`src/rtl/uart_rx_fifo.sv`:
```
// UART 8N1 receiver with 16x oversampling and a small byte FIFO.
// Received bytes queue until the register logic pops them with RD.
module uart_rx_fifo #(
  parameter int CLK_HZ = 48000000,
  parameter int BAUD   = 9600,
  parameter int DEPTH  = 4
) (
  input  logic                     CLK,
  input  logic                     RESET,
  input  logic                     RX,
  input  logic                     RD,
  output logic [7:0]               DATA,
  output logic                     EMPTY,
  output logic                     FULL,
  output logic [$clog2(DEPTH):0]   COUNT,
  output logic                     FERR,
  output logic                     OVR,
  input  logic                     CLR_ERR
);

  localparam int DIV = CLK_HZ / (16 * BAUD);
  localparam int DW  = (DIV > 1) ? $clog2(DIV) : 1;
  localparam int PW  = $clog2(DEPTH);
  localparam int CW  = PW + 1;
  localparam logic [DW-1:0] DIV_MAX = DW'(DIV - 1);
  localparam logic [CW-1:0] COUNT_FULL = CW'(DEPTH);

  typedef enum logic [2:0] {
    ST_IDLE      = 3'd0,
    ST_START     = 3'd1,
    ST_DATA      = 3'd2,
    ST_STOP      = 3'd3,
    ST_WAIT_HIGH = 3'd4
  } state_t;

  logic          rx_meta_q, rxs_q;
  state_t        state_q, state_d;
  logic [DW-1:0] div_q, div_d;
  logic [3:0]    tick_q, tick_d;
  logic [2:0]    bit_q, bit_d;
  logic [7:0]    shift_q, shift_d;
  logic [7:0]    mem_q [DEPTH];
  logic [7:0]    mem_d [DEPTH];
  logic [PW-1:0] wr_ptr_q, wr_ptr_d, rd_ptr_q, rd_ptr_d;
  logic [CW-1:0] count_q, count_d;
  logic [7:0]    data_q, data_d;
  logic          empty_q, empty_d, full_q, full_d;
  logic          ferr_q, ferr_d, ovr_q, ovr_d;
  logic          tick_s, rd_s, push_s, ferr_set_s, ovr_set_s;

  assign tick_s = (div_q == DIV_MAX);
  assign rd_s   = RD && !empty_q;

  // Receive FSM: start qualification, bit sampling and stop-bit disposition
  always_comb begin
    state_d    = state_q;
    div_d      = tick_s ? '0 : div_q + DW'(1);
    tick_d     = tick_s ? tick_q + 4'd1 : tick_q;
    bit_d      = bit_q;
    shift_d    = shift_q;
    push_s     = 1'b0;
    ferr_set_s = 1'b0;
    ovr_set_s  = 1'b0;
    case (state_q)
      ST_IDLE: begin
        if (!rxs_q) begin
          state_d = ST_START;
          div_d   = '0;
          tick_d  = 4'd0;
        end else begin
          state_d = ST_IDLE;
        end
      end
      ST_START: begin
        if (tick_s && tick_q == 4'd7) begin
          if (rxs_q) begin
            state_d = ST_IDLE;
          end else begin
            state_d = ST_DATA;
            bit_d   = 3'd0;
            tick_d  = 4'd0;
          end
        end else begin
          state_d = ST_START;
        end
      end
      ST_DATA: begin
        if (tick_s && tick_q == 4'd15) begin
          shift_d = {rxs_q, shift_q[7:1]};
          bit_d   = bit_q + 3'd1;
          state_d = (bit_q == 3'd7) ? ST_STOP : ST_DATA;
        end else begin
          state_d = ST_DATA;
        end
      end
      ST_STOP: begin
        if (tick_s && tick_q == 4'd15) begin
          if (rxs_q) begin
            state_d = ST_IDLE;
            // A pop on the same edge frees the slot, so a full FIFO still accepts
            if (!full_q || rd_s) begin
              push_s = 1'b1;
            end else begin
              ovr_set_s = 1'b1;
            end
          end else begin
            ferr_set_s = 1'b1;
            state_d    = ST_WAIT_HIGH;
          end
        end else begin
          state_d = ST_STOP;
        end
      end
      ST_WAIT_HIGH: begin
        if (rxs_q) begin
          state_d = ST_IDLE;
        end else begin
          state_d = ST_WAIT_HIGH;
        end
      end
      default: begin
        state_d = ST_IDLE;
      end
    endcase
  end

  // FIFO pointers, occupancy, registered head byte and sticky error flags
  always_comb begin
    mem_d    = mem_q;
    wr_ptr_d = wr_ptr_q;
    rd_ptr_d = rd_ptr_q;
    count_d  = count_q;
    if (push_s) begin
      mem_d[wr_ptr_q] = shift_q;
      wr_ptr_d        = wr_ptr_q + PW'(1);
    end else begin
      wr_ptr_d = wr_ptr_q;
    end
    if (rd_s) begin
      rd_ptr_d = rd_ptr_q + PW'(1);
    end else begin
      rd_ptr_d = rd_ptr_q;
    end
    if (push_s && !rd_s) begin
      count_d = count_q + CW'(1);
    end else if (rd_s && !push_s) begin
      count_d = count_q - CW'(1);
    end else begin
      count_d = count_q;
    end
    empty_d = (count_d == '0);
    full_d  = (count_d == COUNT_FULL);
    // The new head may be the byte being written this very cycle
    if (empty_d) begin
      data_d = 8'h00;
    end else if (push_s && rd_ptr_d == wr_ptr_q) begin
      data_d = shift_q;
    end else begin
      data_d = mem_q[rd_ptr_d];
    end
    ferr_d = ferr_set_s | (ferr_q & ~CLR_ERR);
    ovr_d  = ovr_set_s | (ovr_q & ~CLR_ERR);
  end

  // State registers; synchroniser resets to the idle-high line level
  always_ff @(posedge CLK or posedge RESET) begin
    if (RESET) begin
      rx_meta_q <= 1'b1;
      rxs_q     <= 1'b1;
      state_q   <= ST_IDLE;
      div_q     <= '0;
      tick_q    <= 4'd0;
      bit_q     <= 3'd0;
      shift_q   <= 8'h00;
      for (int i = 0; i < DEPTH; i++) begin
        mem_q[i] <= 8'h00;
      end
      wr_ptr_q  <= '0;
      rd_ptr_q  <= '0;
      count_q   <= '0;
      data_q    <= 8'h00;
      empty_q   <= 1'b1;
      full_q    <= 1'b0;
      ferr_q    <= 1'b0;
      ovr_q     <= 1'b0;
    end else begin
      rx_meta_q <= RX;
      rxs_q     <= rx_meta_q;
      state_q   <= state_d;
      div_q     <= div_d;
      tick_q    <= tick_d;
      bit_q     <= bit_d;
      shift_q   <= shift_d;
      mem_q     <= mem_d;
      wr_ptr_q  <= wr_ptr_d;
      rd_ptr_q  <= rd_ptr_d;
      count_q   <= count_d;
      data_q    <= data_d;
      empty_q   <= empty_d;
      full_q    <= full_d;
      ferr_q    <= ferr_d;
      ovr_q     <= ovr_d;
    end
  end

  assign DATA  = data_q;
  assign EMPTY = empty_q;
  assign FULL  = full_q;
  assign COUNT = count_q;
  assign FERR  = ferr_q;
  assign OVR   = ovr_q;

endmodule

```
`config.mk`:
```
export PLATFORM = sky130hd
export DESIGN_NAME = uart_rx_fifo
export DESIGN_NICKNAME = d
export VERILOG_FILES = /design/src/rtl/uart_rx_fifo.sv
export SDC_FILE = /design/constraint.sdc
export NUM_CORES = 1
export LEC_CHECK = 0
export BUFFER_PORTS_ARGS = -buffer_cell sky130_fd_sc_hd__buf_2
export CAP_MARGIN = 20
export CORE_MARGIN = 4
export CORE_UTILIZATION = 55
export DETAILED_ROUTE_END_ITERATION = 7
export PLACE_DENSITY = 0.79
export SLEW_MARGIN = 20
export SYNTH_ARGS = -nofsm -noshare
export SYNTH_HDL_FRONTEND = slang
export SYNTH_SLANG_ARGS = --single-unit
```
`constraint.sdc`:
```
create_clock -name CLK -period 5.5 [get_ports CLK]
set_input_delay 0.825 -clock CLK [delete_from_list [all_inputs] [get_ports CLK]]
set_output_delay 0.825 -clock CLK [all_outputs]
set_load 0.03 [all_outputs]
```
==> results.yml <==
critical_path:
  cp_data_arrival_time_ns: 3.11
  cp.required_ns: 5.78
  regToRegStartpoint: "rd_ptr_q[0]"
  critPathMostFrequentCell: "mux2i_1"
  timing.rr.end: "DATA[6]"
  rrSetupSlack_ns: 2.67
  start_kind: "flop"
  path_max_fanout: 23
  worst_r2r_path_depth: 6
  critPathSlowestCell: "xnor2_1"
  critPathKind: "reg -> reg"
  slowest_delay_ns: 0.91
  crit_path_end_kind: "flop"
  crit_chain: "nand3b_1 > xnor2_1 > mux2i_1 > a211oi_1 > mux2i_1 > nor2_1"
power_and_ir_drop:
  p_switching_mw: 0.562
  p_int_mw: 1.08
  p_leak_nw: 2.16
  p_clk_share_pct: 27.9
  total_power_mw: 1.64
  p_per_area_nw_per_um2: 379
  sw_frac_of_total_pct: 34.2
  power_frac_comb_pct: 29.2
  vdd_drop_max_uv: 232
  seqPwrFrac_pct: 42.9
cts:
  clk_pin_slew_worst_paths_ns: 0.08
  post_cts_buffers: 0
  clkLatencyLatePin_ns: 0.35
  clock_path_buffers: 2
  ctsHoldBuffers: 0
  cts_resized: 0
  clock-root-buffer: "clkbuf_8"
  cts_sinks: 80
  cts_tree: "done"
  numCtsBuffers: 9
  htree_levels: 3
route:
  ant_nets: 0
  drc: 0
  via_per_inst: 5.77
  drt-total-wl_um: 7910
  routedWlPerCell_um: 17.0
  drtIter0Drc: 139
  drt-pass1-iter-count: 4
  dr_total_vias: 2685
timing:
  worst_pin_slew_ns: 1.07
  period_share_pct: 51.4
  hold_viol: 0
  slew_headroom_pct: 28.3
  rsz0062_at_grt: "false"
  fin_crit_ns: 2.83
  fmax_mhz: 354
  fin_setup_tns_ns: 0
  finClkSkew_ns: 0.0118
  drv_slew: 0
  setup_viol: 0
global_route:
  grt_pass1_vias: 2677
  grt_pass1_wl_um: 13100
  track_usage_pct: 20.1
  overflow: 0
  antenna_found_initial: 0
  grt_start_max_net_pins: 81
run:
  max_cap_violations: 0
min_path:
  min_path_type: "reg -> reg"
  min-delay-start: "rx_meta_q"
  whs_path_depth: 0
  whs_endpoint: "rxs_q"
yosys:
  synth_cells: 345
  syn_nets: 360
  synth_edf_count: 0
  netlist_area_um2: 3930
  synth_ff_type: "dfrtp_1"
  synth_top_area_share_pct: 49.0
  yosysSeqAreaShare_pct: 51.0
  syn_area_per_cell_um2: 11.4
  synth_area_leaders: "dfrtp_1 49%, mux2_2 11%, mux2i_1 4.6%"
  yosysTopAreaCell: "dfrtp_1"
  synth_cell_types: 48
  async_reset_ff_share_pct: 100
  yosysWarnings: 0
  synth_seq_cells: 80
cells_and_area:
  drive_gt1_share_pct: 24.4
  final_util_pct: 63.2
  layout.cells.non_filler: 465
  num_antenna_cells: 0
  nFillCells: 529
  nets: 379
  syn_to_final_growth_pct: 10.3
placement:
  numPortBuffers: 19
  dp.cells: 448
  dp_hpwl_um: 5350
  place_congestion: 0.898
floorplanning:
  start_util_pct: 57.3
  core_area_um2: 6870
  ios: 20
  dieArea_um2: 8570
  dieWidth_um: 92.6
  rows: 30
  die_h_um: 92.6
status:
  outcome: "finished clean"
==> cell type report <==
type	count	area [um2]	area share, %
multi-input combinational	239	1820	41.8
sequential	80	2010	46.2
inverter	11	42.5	0.980
clock inverter	2	35.0	0.807
tap	96	120	2.77
timing repair buffer	23	138	3.17
clock buffer	14	183	4.21
==> through the flow <==
step	instance area, um2	hold slack, ns	setup WS [ns]
after floorplan	3930	0.345	2.63
after global placement	4100	0.347	2.67
after detailed placement	4100	0.347	2.60
after CTS	4320	0.357	2.75
after global routing	4340	0.362	2.52
final	4340	0.357	2.67
==> state kept, by name, summed over array words and instances (netlist names) <==
register,flops
mem_q,32
div_q,9
DATA,8
shift_q,8
tick_q,4
COUNT,3
bit_q,3
state_q,3
rd_ptr_q,2
wr_ptr_q,2
EMPTY,1
FERR,1
FULL,1
OVR,1
rx_meta_q,1
rxs_q,1
==> cell families (layout without fill, tap and decap cells) <==
group                      count (synthesis)  in the layout  share of synthesized area [%]
buffers and inverters                     26             50                           2.86
and+or+nand+nor                          107            107                           14.0
muxes                                     59             59                           16.3
AOI/OAI and AO/OA                         47             47                           9.10
xor gates and xnor gates                  16             16                           3.56
DFF                                       80             80                           51.0
adders and majority gates                 10             10                           3.18
==> layer usage <==
metal | vias to the layer above | track usage, % | share of wire (%)
met5 | - | 0 | 0
met3 | 15 | 4.31 | 4.1
met1 | 1325 | 26.8 | 46
met2 | 69 | 31.5 | 47
li1 | 1276 | - | -
met4 | 0 | 8.91 | 2.4
==> worst max-delay path by stage <==
stage / slack [ns] / from / to
finish: 2.67 / rd_ptr_q[0] / DATA[6]
global placement: 2.67 / RD / mem_q[23]
global route: 2.52 / rd_ptr_q[0] / DATA[4]
detailed placement: 2.60 / RD / DATA[4]
floorplan: 2.63 / RESET / COUNT[0]
CTS: 2.75 / rd_ptr_q[0] / DATA[6]
==> power by group through the flow <==
stage | Sequential, mW | Clock, mW | Combinational (mW)
3_3_place_gp | 0.714 | 0 | 0.460
6_report | 0.706 | 0.459 | 0.479
3_5_place_dp | 0.715 | 0 | 0.473
4_1_cts | 0.704 | 0.466 | 0.477
2_1_floorplan | 0.747 | 0 | 0.329
5_1_grt | 0.714 | 0.499 | 0.523
==> critical path: cells and delay by family, from the launching register on <==
kind / cells / cell delay, ns
mux: 2 / 0.33
xor+xnor: 1 / 0.91
simple gates: 2 / 0.42
flops: 1 / 0.77
compound gates: 1 / 0.31
==> layout by cell type, fill, tap and decap left out, types with 3 or more instances in the layout <==
master,netlist,final
xnor2_1,11,11
xor2_1,5,5
nand2_1,14,14
ha_1,10,10
dfstp_2,3,3
mux2_2,38,38
a211o_1,6,6
mux2_1,3,3
nor2b_1,4,4
clkbuf_8,0,13
buf_4,3,3
nand4_1,4,4
nor3_1,6,6
dfrtp_1,77,77
a21oi_1,7,7
a22oi_1,6,6
inv_1,11,10
nand3_1,8,8
or3_1,7,7
o311ai_0,6,6
nand2_2,4,4
mux2i_1,18,18
and3_1,5,5
buf_2,3,19
nor2_1,38,38
nand2b_1,3,3
o21ai_0,9,9
==> Yosys cell counts, types with 5 or more instances <==
master / count
inv_1: 11
ha_1: 10
dfrtp_1: 77
nor3_1: 6
nor2_1: 38
mux2_2: 38
a211o_1: 6
or3_1: 7
a21oi_1: 7
nand2_1: 14
clkbuf_1: 9
o21ai_0: 9
o311ai_0: 6
nand3_1: 8
xnor2_1: 11
mux2i_1: 18
xor2_1: 5
and3_1: 5
a22oi_1: 6
Power figures use the tool's default switching activity.
